[src/rtl/game_pkg.sv]
// Shared game constants: command codes presented to the game logic and the
// bit position of each push button inside the five-bit button vectors.
package game_pkg;

    localparam logic [2:0] CMD_NONE   = 3'd0;
    localparam logic [2:0] CMD_UP     = 3'd1;
    localparam logic [2:0] CMD_DOWN   = 3'd2;
    localparam logic [2:0] CMD_LEFT   = 3'd3;
    localparam logic [2:0] CMD_RIGHT  = 3'd4;
    localparam logic [2:0] CMD_CENTER = 3'd5;

    localparam int BTN_C    = 4;
    localparam int BTN_U    = 3;
    localparam int BTN_D    = 2;
    localparam int BTN_L    = 1;
    localparam int BTN_R    = 0;
    localparam int NUM_BTNS = 5;

    function automatic logic [2:0] btn_cmd(input int idx);
        case (idx)
            BTN_C:   return CMD_CENTER;
            BTN_U:   return CMD_UP;
            BTN_D:   return CMD_DOWN;
            BTN_L:   return CMD_LEFT;
            BTN_R:   return CMD_RIGHT;
            default: return CMD_NONE;
        endcase
    endfunction

endpackage

[src/rtl/btn_debounce.sv]
// One push button: 2-flop synchronizer, hold-time debounce counter, debounced
// level and a one-cycle pulse registered alongside a 0->1 change of that level.
module btn_debounce #(
    parameter int DEBOUNCE_CYCLES = 1000000
) (
    input  logic clk,
    input  logic rst_n,
    input  logic btn,
    output logic stable,
    output logic press
);

    localparam int CW = $clog2(DEBOUNCE_CYCLES);
    localparam logic [CW-1:0] LAST = CW'(DEBOUNCE_CYCLES - 1);

    logic [1:0]    sync_q;
    logic [CW-1:0] cnt;
    logic          sync;

    assign sync = sync_q[1];

    // Any cycle where sync agrees with stable restarts the hold window.
    always_ff @(posedge clk) begin
        if (!rst_n) begin
            sync_q <= 2'b00;
            cnt    <= '0;
            stable <= 1'b0;
            press  <= 1'b0;
        end else begin
            sync_q <= {sync_q[0], btn};
            press  <= 1'b0;
            if (sync == stable) begin
                cnt <= '0;
            end else if (cnt == LAST) begin
                stable <= sync;
                press  <= sync;
                cnt    <= '0;
            end else begin
                cnt <= cnt + 1'b1;
            end
        end
    end

endmodule

[src/rtl/button_cmd_queue.sv]
// Turns the five board buttons into one-shot direction commands, arbitrated by
// fixed priority into a first-word-fall-through queue read over valid/ready.
module button_cmd_queue
    import game_pkg::*;
#(
    parameter int DEBOUNCE_CYCLES = 1000000,
    parameter int FIFO_DEPTH      = 4
) (
    input  logic       boardCLK,
    input  logic       resetN,
    input  logic       BTNC,
    input  logic       BTNU,
    input  logic       BTND,
    input  logic       BTNR,
    input  logic       BTNL,
    output logic       cmdValid,
    output logic [2:0] cmdCode,
    input  logic       cmdReady,
    output logic [4:0] heldMask,
    output logic       overflow
);

    localparam int AW = $clog2(FIFO_DEPTH);

    logic [NUM_BTNS-1:0] btn_raw;
    logic [NUM_BTNS-1:0] stable;
    logic [NUM_BTNS-1:0] press;
    logic [NUM_BTNS-1:0] pending;
    logic [NUM_BTNS-1:0] pending_nxt;
    logic [NUM_BTNS-1:0] grant;
    logic [2:0]          sel_idx;
    logic                sel_valid;
    logic [2:0]          push_code;
    logic                push;
    logic                pop;
    logic                lost;
    logic                empty;
    logic                full;
    logic [AW:0]         wptr;
    logic [AW:0]         rptr;
    logic [2:0]          mem [FIFO_DEPTH];

    assign btn_raw  = {BTNC, BTNU, BTND, BTNL, BTNR};
    assign heldMask = stable;

    for (genvar i = 0; i < NUM_BTNS; i++) begin : g_btn
        btn_debounce #(
            .DEBOUNCE_CYCLES(DEBOUNCE_CYCLES)
        ) u_debounce (
            .clk   (boardCLK),
            .rst_n (resetN),
            .btn   (btn_raw[i]),
            .stable(stable[i]),
            .press (press[i])
        );
    end

    // cmdValid/cmdReady: an entry transfers on every edge where both are high;
    // cmdValid and cmdCode depend only on queue contents, never on cmdReady.
    assign empty    = (wptr == rptr);
    assign full     = (wptr[AW] != rptr[AW]) && (wptr[AW-1:0] == rptr[AW-1:0]);
    assign cmdValid = !empty;
    assign pop      = cmdValid && cmdReady;
    assign cmdCode  = empty ? CMD_NONE : mem[rptr[AW-1:0]];

    // Higher bit index wins, giving C > U > D > L > R.
    always_comb begin
        sel_valid = 1'b0;
        sel_idx   = 3'd0;
        for (int i = 0; i < NUM_BTNS; i++) begin
            if (pending[i]) begin
                sel_valid = 1'b1;
                sel_idx   = 3'(i);
            end
        end
        push  = sel_valid && (!full || pop);
        grant = '0;
        if (push) begin
            grant[sel_idx] = 1'b1;
        end
        push_code   = btn_cmd(int'(sel_idx));
        pending_nxt = (pending & ~grant) | press;
        lost        = |(press & pending & ~grant);
    end

    always_ff @(posedge boardCLK) begin
        if (!resetN) begin
            pending  <= '0;
            wptr     <= '0;
            rptr     <= '0;
            overflow <= 1'b0;
        end else begin
            pending <= pending_nxt;
            if (lost) begin
                overflow <= 1'b1;
            end
            if (push) begin
                wptr <= wptr + 1'b1;
            end
            if (pop) begin
                rptr <= rptr + 1'b1;
            end
        end
    end

    // A push while full is only allowed with a pop, so it overwrites the slot being read.
    always_ff @(posedge boardCLK) begin
        if (resetN && push) begin
            mem[wptr[AW-1:0]] <= push_code;
        end
    end

endmodule

[config.mk]
export PLATFORM = sky130hd
export DESIGN_NAME = button_cmd_queue
export DESIGN_NICKNAME = d
export VERILOG_FILES = /design/src/rtl/game_pkg.sv /design/src/rtl/btn_debounce.sv /design/src/rtl/button_cmd_queue.sv
export SDC_FILE = /design/constraint.sdc
export NUM_CORES = 1
export LEC_CHECK = 0
export ABC_CLOCK_PERIOD_IN_PS = 4600
export CAP_MARGIN = 20
export CELL_PAD_IN_SITES_DETAIL_PLACEMENT = 1
export CELL_PAD_IN_SITES_GLOBAL_PLACEMENT = 1
export CORE_MARGIN = 10
export CORE_UTILIZATION = 23
export DETAILED_ROUTE_END_ITERATION = 16
export HOLD_SLACK_MARGIN = 0.08
export PLACE_DENSITY = 0.44
export SETUP_SLACK_MARGIN = 0.02
export SLEW_MARGIN = 40
export SYNTH_ARGS = -nofsm -noshare
export SYNTH_HDL_FRONTEND = slang
export SYNTH_SLANG_ARGS = --single-unit
export TNS_END_PERCENT = 20
[constraint.sdc]
create_clock -name boardCLK -period 4.6 [get_ports boardCLK]
set_input_delay 0.46 -clock boardCLK [delete_from_list [all_inputs] [get_ports boardCLK]]
set_output_delay 0.46 -clock boardCLK [all_outputs]
set_load 0.01 [all_outputs]
==> impl_results.md, run 1 <==
* DP Wirelength at 10800 um
* Final Max Tran Viols at 0
* Crit-path max FO at 5
* Antenna violations before repair at 0
* Post-DRT Antenna Nets at 0
* Synth Instances at 713
* Total of max-cap violations at 0
* RSZ-0062 raised after global routing: false
* Residual DRC at 0
* Clock share of power at 49.9%
* Sequential Power Share at 48.9%
* Reg2Reg Depth at 4
* Multi-input gate area at 3150 um^2
* Port Buffers at 17
* Overall power at about 2.6 mW
* Hold Path Depth at 1
* Min cycle time layout at 2.57 ns
* CP arrival at 2.11 ns
* Tcrit/Tclk final at 55.8%
* Leak at roughly 2.3 nW
* CP startpoint kind: flip-flop
* Clk_lat worst skew at 0.42 ns
* Setup_tns at 0 ns
* Mapped cell area at between 6000 and 7000 um^2
* Reg clk slew, reported paths at around 0.060 ns
* VDD IR max at 0.193 mV
* EDFF count, synth at 12
* Finished Layout Cells at about 1.1k
* Fillers at 3171
* NetSw at 579 uW
* Final hold viol count at 0
* CTS tree: done
* Post-cts resize count at 0
* Num CTS Buffers at 17
* Commonest non-fill, non-tap cell in the layout: dfxtp_1
* Int Pwr at between 2 and 2.5 mW
* Distinct cells, synth at 48
* Register area share after synthesis at 47.2%
* Comb power frac at 1.2%
* Fmax at 0.390 GHz
* TritonRoute pass-1 iters at 4
* Async SR Flop Fraction at 0%
* Number of diodes at 0
* Share of cells above drive strength 1 at 7.37%
* Synth Flop Type: dfxtp_1
* Power per cell area at 349 nW/um^2
* CP max stage delay at between 0.5 and 0.6 ns
* Critical path class: flip-flop to output port
* Routed wire length at approximately 15000 um
* Starting DRT DRC Count at ~190
* Placed Cells incl. Taps at 1080
* Flops & latches, synth at between 100 and 150
* Starting density of the core at between 20% and 30%
* # IOs at 18
* Routed via count at 5053
* CP max-delay cell: nor3_1
* Rel. slew slack at 57.7%
* Routability congestion estimate at 0.724
* Clock buffer depth at 2
* # rows at 61
* First-pass GRT wire length at 26500 um
* Synth warn at 0
* H-tree levels at 4
* Hold_buf cts at 0
* Vias in the first global route at 5303
* Mapped Nets at 731
* Syn Area/Cell at around 9 um^2
* Worst slew pin tran at approximately 0.63 ns
* Area grow syn2layout at 17.0%
* Vias/cell at between 4 and 5
* Switching Share at roughly 22%
* Nets at between 700 and 800
* Die W at ~190 um
* # setup viols final at 0
* Routed WL per cell at 13.9 um
* Reg area at around 3000 um^2
* CTS root buf: clkbuf_16
* Final Skew at roughly 0.0094 ns
* DIE AREA at approximately 35000 um^2
* Total GRT Usage at roughly 9%
* Core area at between 20000 and 30000 um^2
* Pin count of the biggest net entering global routing at 30
* Hold Crit Class: flip-flop to flip-flop
* Setup Fix Bufs, Post-CTS at 0
* CP required at 4.14 ns
* Overflow after GRT at 0
* Crit path cell chain: xor2_1, nor3_1, nor2b_1, clkdlybuf4s50_1
* Most frequent cells in the layout: 134 x dfxtp_1, 79 x nor2_1, 45 x nand3_1, 45 x a21oi_1, 37 x xor2_1
* Die height at 187 um
* Outcome: complete, no violations
* Clock Sinks at 146
* Critical Path End Type: output port
[critical path, delay by kind of cell (launching register included)]
kind                   cells  cell delay [ns]
flip-flops                 1             0.41
buffers and inverters      1             0.50
XOR/XNOR                   1             0.17
AND/OR/NAND/NOR            2             0.61
[flip-flops by register name (all words and copies together), names as in the netlist, 3 cells and up, named ones only]
signal	count
g_btn.u_debounce.cnt	100
mem	12
g_btn.u_debounce.sync_q	10
g_btn.u_debounce.press	5
g_btn.u_debounce.stable	5
pending	5
rptr	3
wptr	3
[cells in the mapped netlist, types with 5 or more instances]
cell / number / area [um^2]
a21oi_1: 45 / 225
and2_1: 16 / 100
and3_1: 10 / 62.6
and4_1: 5 / 43.8
buf_2: 5 / 25.0
buf_4: 7 / 52.6
clkbuf_1: 20 / 75.1
dfxtp_1: 134 / 2680
edfxtp_1: 12 / 360
ha_1: 10 / 125
inv_1: 32 / 120
nand2_1: 33 / 124
nand3_1: 45 / 225
nand4_1: 22 / 138
nor2_1: 79 / 297
nor2b_1: 5 / 31.3
nor3_1: 15 / 75.1
nor4_1: 12 / 75.1
o21ai_0: 34 / 170
o31ai_1: 12 / 90.1
or3_1: 27 / 169
or4_1: 16 / 120
xnor2_1: 29 / 254
xor2_1: 37 / 324
[routing by layer]
metal	global-route usage [%]	vias up	wire (um)
met2	14.7	35	7170
met4	3.42	0	221
li1	-	2529	-
met5	0	-	0
met1	11.4	2474	7660
met3	2.03	15	341
[stage by stage]
stage	area (um^2)	util, %	setup slack (ns)	hold WS (ns)
CTS	7540	27.2	1.96	0.439
global route	7540	27.2	1.79	0.462
global placement	6970	25.1	2.13	0.415
finish	7540	27.2	2.03	0.436
detailed placement	6980	25.2	2.02	0.422
floorplan	6440	-	2.70	0.412
[area by class of cell]
| cell class | count | share of cell area, % |
|---|---|---|
| clock buffer | 19 | 5.87 |
| clock inverter | 12 | 1.46 |
| inverter | 32 | 1.59 |
| multi-input combinational | 503 | 41.8 |
| sequential | 146 | 40.3 |
| tap | 378 | 6.27 |
| timing repair buffer | 21 | 2.65 |
[cells by family after synthesis]
logic type	share of synthesized area (%)
multiplexers	1.36
AND/OR/NAND/NOR	26.8
XOR/XNOR	8.97
AO/OA/AOI/OAI	9.44
buffers and inverters	4.23
flip-flops	47.2
adder cells (fa/ha/maj)	1.94
[final timing paths]
kind | slack, ns | end | start
hold / removal | 0.44 | g_btn[0].u_debounce.sync_q[1] | g_btn[0].u_debounce.sync_q[0]
setup / recovery | 2.03 | cmdCode[1] | wptr[1]
setup reg to reg | 2.38 | g_btn[1].u_debounce.cnt[13] | g_btn[1].u_debounce.cnt[8]
hold reg to reg | 0.44 | g_btn[0].u_debounce.sync_q[1] | g_btn[0].u_debounce.sync_q[0]
[power groups by stage]
stage / clock (mW) / sequential, mW / combinational, mW
3_3_place_gp: 0 / 1.32 / 0.0310
3_5_place_dp: 0 / 1.32 / 0.0326
4_1_cts: 1.36 / 1.29 / 0.0327
2_1_floorplan: 0 / 1.31 / 0.0176
6_report: 1.31 / 1.29 / 0.0312
5_1_grt: 1.42 / 1.29 / 0.0356
Note: power is estimated with default switching activity, not from simulation.
==> run 2, diff against run 1 <==
- ABC_CLOCK_PERIOD_IN_PS: 4600 -> 2460
- clock period: 4.6 -> 2.46 ns (I/O delays scaled with it)
==> impl_results.md, run 2 (synthesis gave the netlist of run 1 again) <==
* Design Area, Final at 7670 um^2
* Clk_lat worst skew at between 0.4 and 0.5 ns
* # rows at 61
* Outcome: complete, no violations
* Final hold viol count at 0
* DP Wirelength at 11000 um
* Tcrit/Tclk final at roughly 90%
* Min cycle time layout at 2.26 ns
* Routed via count at 5110
* Starting density of the core at 23.3%
* Critical Path End Type: output port
* Final Skew at approximately 0.0096 ns
* Total of max-cap violations at 0
* Critical path class: flip-flop to output port
* Worst Setup Slack, final at 0.200 ns
* Worst slew pin tran at 0.649 ns
* Rel. slew slack at about 57%
* Share of cells above drive strength 1 at 7.98%
* Overflow after GRT at 0
* Routability congestion estimate at 0.739
* Final Max Tran Viols at 0
* CP arrival at 2.01 ns
* CTS tree: done
* Hold EP: g_btn[2].u_debounce.sync_q[0]
* CP required at 2.21 ns
* # setup viols final at 0
* Reg clk slew, reported paths at 0.06 ns
* Leak at 2.35 nW
* H-tree levels at 4
* Crit path cell chain: mux4_2, nor2b_1, clkdlybuf4s50_1
* Setup_tns at 0 ns
* Crit-path max FO at 3
* Commonest non-fill, non-tap cell in the layout: dfxtp_1
* Hold Path Depth at 2
* Post-DRT Antenna Nets at 0
* CP max-delay cell: mux4_2
* CTS root buf: clkbuf_16
* Clock buffer depth at 2
* Placed cell area at 7020 um^2
* Num CTS Buffers at 17
* Residual DRC at 0
* Critical R2R Launch: g_btn[3].u_debounce.cnt[0]
* CP max stage delay at 0.54 ns
* Vias in the first global route at roughly 5.3k
* Nets at 744
* Reg2Reg Depth at 5
* CP startpoint kind: flip-flop
* Area grow syn2layout at 19.0%
* FF-to-FF End: g_btn[3].u_debounce.cnt[18]
* Starting DRT DRC Count at approximately 170
* VDD IR max at 0.365 mV
* Port Buffers at 17
* RSZ-0062 raised after global routing: false
* Worst slack, placed at 0.361 ns
* R2R Setup Slk at 0.36 ns
* Power per cell area at slightly below 700 nW/um^2
* Routed WL per cell at 13.7 um
* Routed wire length at 15300 um
* First-pass GRT wire length at around 26000 um
* Finished Layout Cells at 1117
* Die W at 187 um
* Setup Fix Bufs, Post-CTS at 0
* Number of diodes at 0
* Antenna violations before repair at 0
* Reg with most FFs: g_btn.u_debounce.cnt
* Clock Sinks at 146
* Hold Crit Class: input port to flip-flop
* Vias/cell at between 4 and 5
* # IOs at 18
* Core area at 27700 um^2
* Most frequent cells in the layout: 134 x dfxtp_1, 79 x nor2_1, 45 x nand3_1, 45 x a21oi_1, 36 x xor2_1
* DIE AREA at approximately 35000 um^2
* Die height at 187 um
* Pin count of the biggest net entering global routing at 30
* Placed Cells incl. Taps at 1085
* Max reg flops at 100
* Total GRT Usage at ~8.8%
* Min-delay src: BTND
* TritonRoute pass-1 iters at 4
* Fmax at 0.442 GHz
* Post-route core utilization at 27.7%
-- run 2: changes by cell type in the layout (fill, tap and decap cells not counted), moves of 2 or more --
cell | previous run | this run
buf_4 | 4 | 8
clkinvlp_4 | 5 | 1
bufinv_16 | 1 | 4
clkbuf_1 | 1 | 3
o211ai_2 | 0 | 2
o211ai_4 | 2 | 0
-- run 2: through the flow --
stage | power [mW] | hold slack (ns)
after floorplan | 2.49 | 0.373
after global placement | 2.52 | 0.416
after detailed placement | 2.53 | 0.425
after CTS | 5.37 | 0.405
after global routing | 5.49 | 0.404
final | 5.27 | 0.430
-- run 2: metal layers --
metal | share of wire, % | GRT usage [%] | up-vias | wire length [um]
met2 | 47 | 14.7 | 45 | 7260
met3 | 2.7 | 2.46 | 16 | 416
met4 | 1.7 | 3.26 | 0 | 257
met1 | 48 | 10.7 | 2503 | 7410
met5 | 0 | 0 | - | 0
li1 | - | - | 2546 | -
-- run 2: worst max-delay path: cells and delay by family, from the launching register on --
| family | cells | cell delay (ns) |
|---|---|---|
| AND/OR/NAND/NOR | 1 | 0.15 |
| multiplexers | 1 | 0.54 |
| flip-flops | 1 | 0.43 |
| buffers and inverters | 1 | 0.49 |
-- run 2: report_power, final --
group	leakage [nW]	internal, mW	switching (mW)
combinational	0.851	0.0251	0.0369
sequential	1.19	2.40	0.00639
clock	0.312	1.81	0.985
total	2.35	4.24	1.03
-- run 2: area by class of cell --
type	count	area, um^2
Sequential cell	146	3040
Multi-Input combinational cell	503	3140
Tap cell	378	473
Fill cell	3171	20000
Timing Repair Buffer	26	250
Inverter	32	120
Clock buffer	23	489
Clock inverter	9	151
-- run 2: what timing repair did --
item,in CTS,in global routing
hold buffers,0,0
gates resized for setup,0,2
setup endpoints to repair,0,4
-- run 2: worst max path at each step --
stage                                           start                          end  slack [ns]  cells past startpoint
after global placement    g_btn[4].u_debounce.cnt[13]   g_btn[4].u_debounce.cnt[5]        0.41                      5
after detailed placement   g_btn[2].u_debounce.cnt[2]  g_btn[2].u_debounce.cnt[17]        0.36                      4
after global routing                          wptr[1]                   cmdCode[0]        0.03                      4
after CTS                                     wptr[1]                   cmdCode[1]        0.04                      4
final                                       flip-flop                   cmdCode[1]        0.20                      3
after floorplan            g_btn[3].u_debounce.cnt[0]  g_btn[3].u_debounce.cnt[18]        0.56                      5
==> run 3, diff against run 2 <==
- ABC_CLOCK_PERIOD_IN_PS: 2460 -> 2600
- CORE_ASPECT_RATIO: not set -> 0.5
- clock period: 2.46 -> 2.6 ns (I/O delays scaled with it)
==> impl_results.md, run 3 (synthesis gave the netlist of run 1 again) <==
* Worst slew pin tran at 0.504 ns
* Post-DRT Antenna Nets at 0
* Max reg flops at 100
* Pin count of the biggest net entering global routing at 30
* # rows at 43
* Setup Fix Bufs, Post-CTS at 0
* Min cycle time layout at 2.38 ns
* CTS root buf: clkbuf_16
* CP required at 2.34 ns
* Core area at 27700 um^2
* Nets at 748
* Starting DRT DRC Count at 258
* First-pass GRT wire length at 26400 um
* Die height at 138 um
* Hold_buf cts at 0
* Clk_lat worst skew at roughly 0.43 ns
* Vias in the first global route at 5135
* # setup viols final at 0
* Tcrit/Tclk final at 91.4%
* Critical R2R Launch: g_btn[3].u_debounce.cnt[0]
* Clock Sinks at 146
* CTS tree: done
* Reg with most FFs: g_btn.u_debounce.cnt
* Hold Path Depth at 2
* CP startpoint: wptr[1]
* Number of diodes at 0
* Vias/cell at 4.45
* Critical path class: flip-flop to output port
* Crit path cell chain: xor2_1, nor3_1, buf_4, nor2b_1, clkdlybuf4s50_1
* Rel. slew slack at roughly two thirds
* Port Buffers at 17
* Clock share of power at 54.4%
* Overflow after GRT at 0
* Reg clk slew, reported paths at 0.06 ns
* Routed via count at 5008
* CP max-delay cell: clkdlybuf4s50_1
* H-tree levels at 4
* Crit-path max FO at 5
* Num CTS Buffers at 17
* Outcome: complete, no violations
* Reg2Reg Depth at 5
* Switching Share at 20.1%
* Placed cell area at 7040 um^2
* # IOs at 18
* Design Area, Final at around 7700 um^2
* Final hold viol count at 0
* Routed wire length at 14900 um
* TritonRoute pass-1 iters at 4
* Total of max-cap violations at 0
* Fmax at between 0.4 and 0.5 GHz
* Clock buffer depth at 2
* Routed WL per cell at 13.3 um
* DIE AREA at 35500 um^2
* Most frequent cells in the layout: 134 x dfxtp_1, 79 x nor2_1, 45 x nand3_1, 45 x a21oi_1, 37 x xor2_1
* Share of cells above drive strength 1 at 8.34%
* Residual DRC at 0
* Antenna violations before repair at 0
* Hold Crit Class: input port to flip-flop
* Final Max Tran Viols at 0
* Finished Layout Cells at 1125
* Power per cell area at 664 nW/um^2
* Post-cts resize count at 0
* CP max stage delay at around 0.55 ns
* VDD IR max at 0.417 mV
* Setup_tns at 0 ns
* Routability congestion estimate at 0.711
* Overall power at about 5.1 mW
* DP Wirelength at 10500 um
* Sequential Power Share at around 45%
* CP startpoint kind: flip-flop
* Comb power frac at between 1 and 1.5%
* Final Skew at 0.00768 ns
* RSZ-0062 raised after global routing: false
* Die W at 257 um
* CP arrival at approximately 2.1 ns
* Total GRT Usage at 9.03%
* NetSw at approximately 1.0 mW
* Int Pwr at roughly 4.1 mW
* Leak at approximately 2.4 nW
* Placed Cells incl. Taps at 1093
* Commonest non-fill, non-tap cell in the layout: dfxtp_1
* Worst slack, placed at 0.539 ns
* Critical Path End Type: output port
* Starting density of the core at a little under a quarter
* Worst Setup Slack, final at approximately 0.22 ns
* Min-delay src: BTNL
* Area grow syn2layout at 19.5%
==> run 3: final cells by class <==
class / instances / area, um^2
fill: 3222 / 20000
clock inverter: 15 / 238
timing repair buffer: 30 / 268
clock buffer: 17 / 425
tap: 382 / 478
inverter: 32 / 120
sequential: 146 / 3040
multi-input combinational: 503 / 3130
==> run 3: per-stage QoR <==
step	utilization (%)	hold WS (ns)
3_5_place_dp	25.5	0.427
4_1_cts	27.8	0.381
3_3_place_gp	25.5	0.414
5_1_grt	27.8	0.391
2_1_floorplan	-	0.387
6_report	27.8	0.411
==> run 3: final timing paths <==
| kind | to | slack (ns) |
|---|---|---|
| min reg2reg | g_btn[2].u_debounce.sync_q[1] | 0.44 |
| min | g_btn[1].u_debounce.sync_q[0] | 0.41 |
| max reg2reg | g_btn[3].u_debounce.cnt[18] | 0.53 |
| max | cmdCode[2] | 0.22 |
==> run 3: routing by layer <==
layer | global-route usage, % | share of wire, % | routed length [um] | up-vias
met4 | 4.21 | 1.9 | 281 | 0
li1 | - | - | - | 2557
met5 | 0 | 0 | 0 | -
met3 | 2.20 | 1.9 | 278 | 20
met1 | 11.5 | 50 | 7520 | 2406
met2 | 14.2 | 46 | 6860 | 25
==> run 3: worst max-delay path: cells and delay by family, from the launching register on <==
kind / cells / cell delay [ns]
XOR/XNOR: 1 / 0.34
buffers and inverters: 2 / 0.72
flip-flops: 1 / 0.42
AND/OR/NAND/NOR: 2 / 0.21
==> run 3: power by group through the flow <==
stage / registers, mW / logic, mW / clock network (mW)
floorplan: 2.33 / 0.0311 / 0
global placement: 2.33 / 0.0574 / 0
detailed placement: 2.33 / 0.0583 / 0
CTS: 2.28 / 0.0585 / 2.89
global route: 2.28 / 0.0643 / 2.99
finish: 2.28 / 0.0559 / 2.78
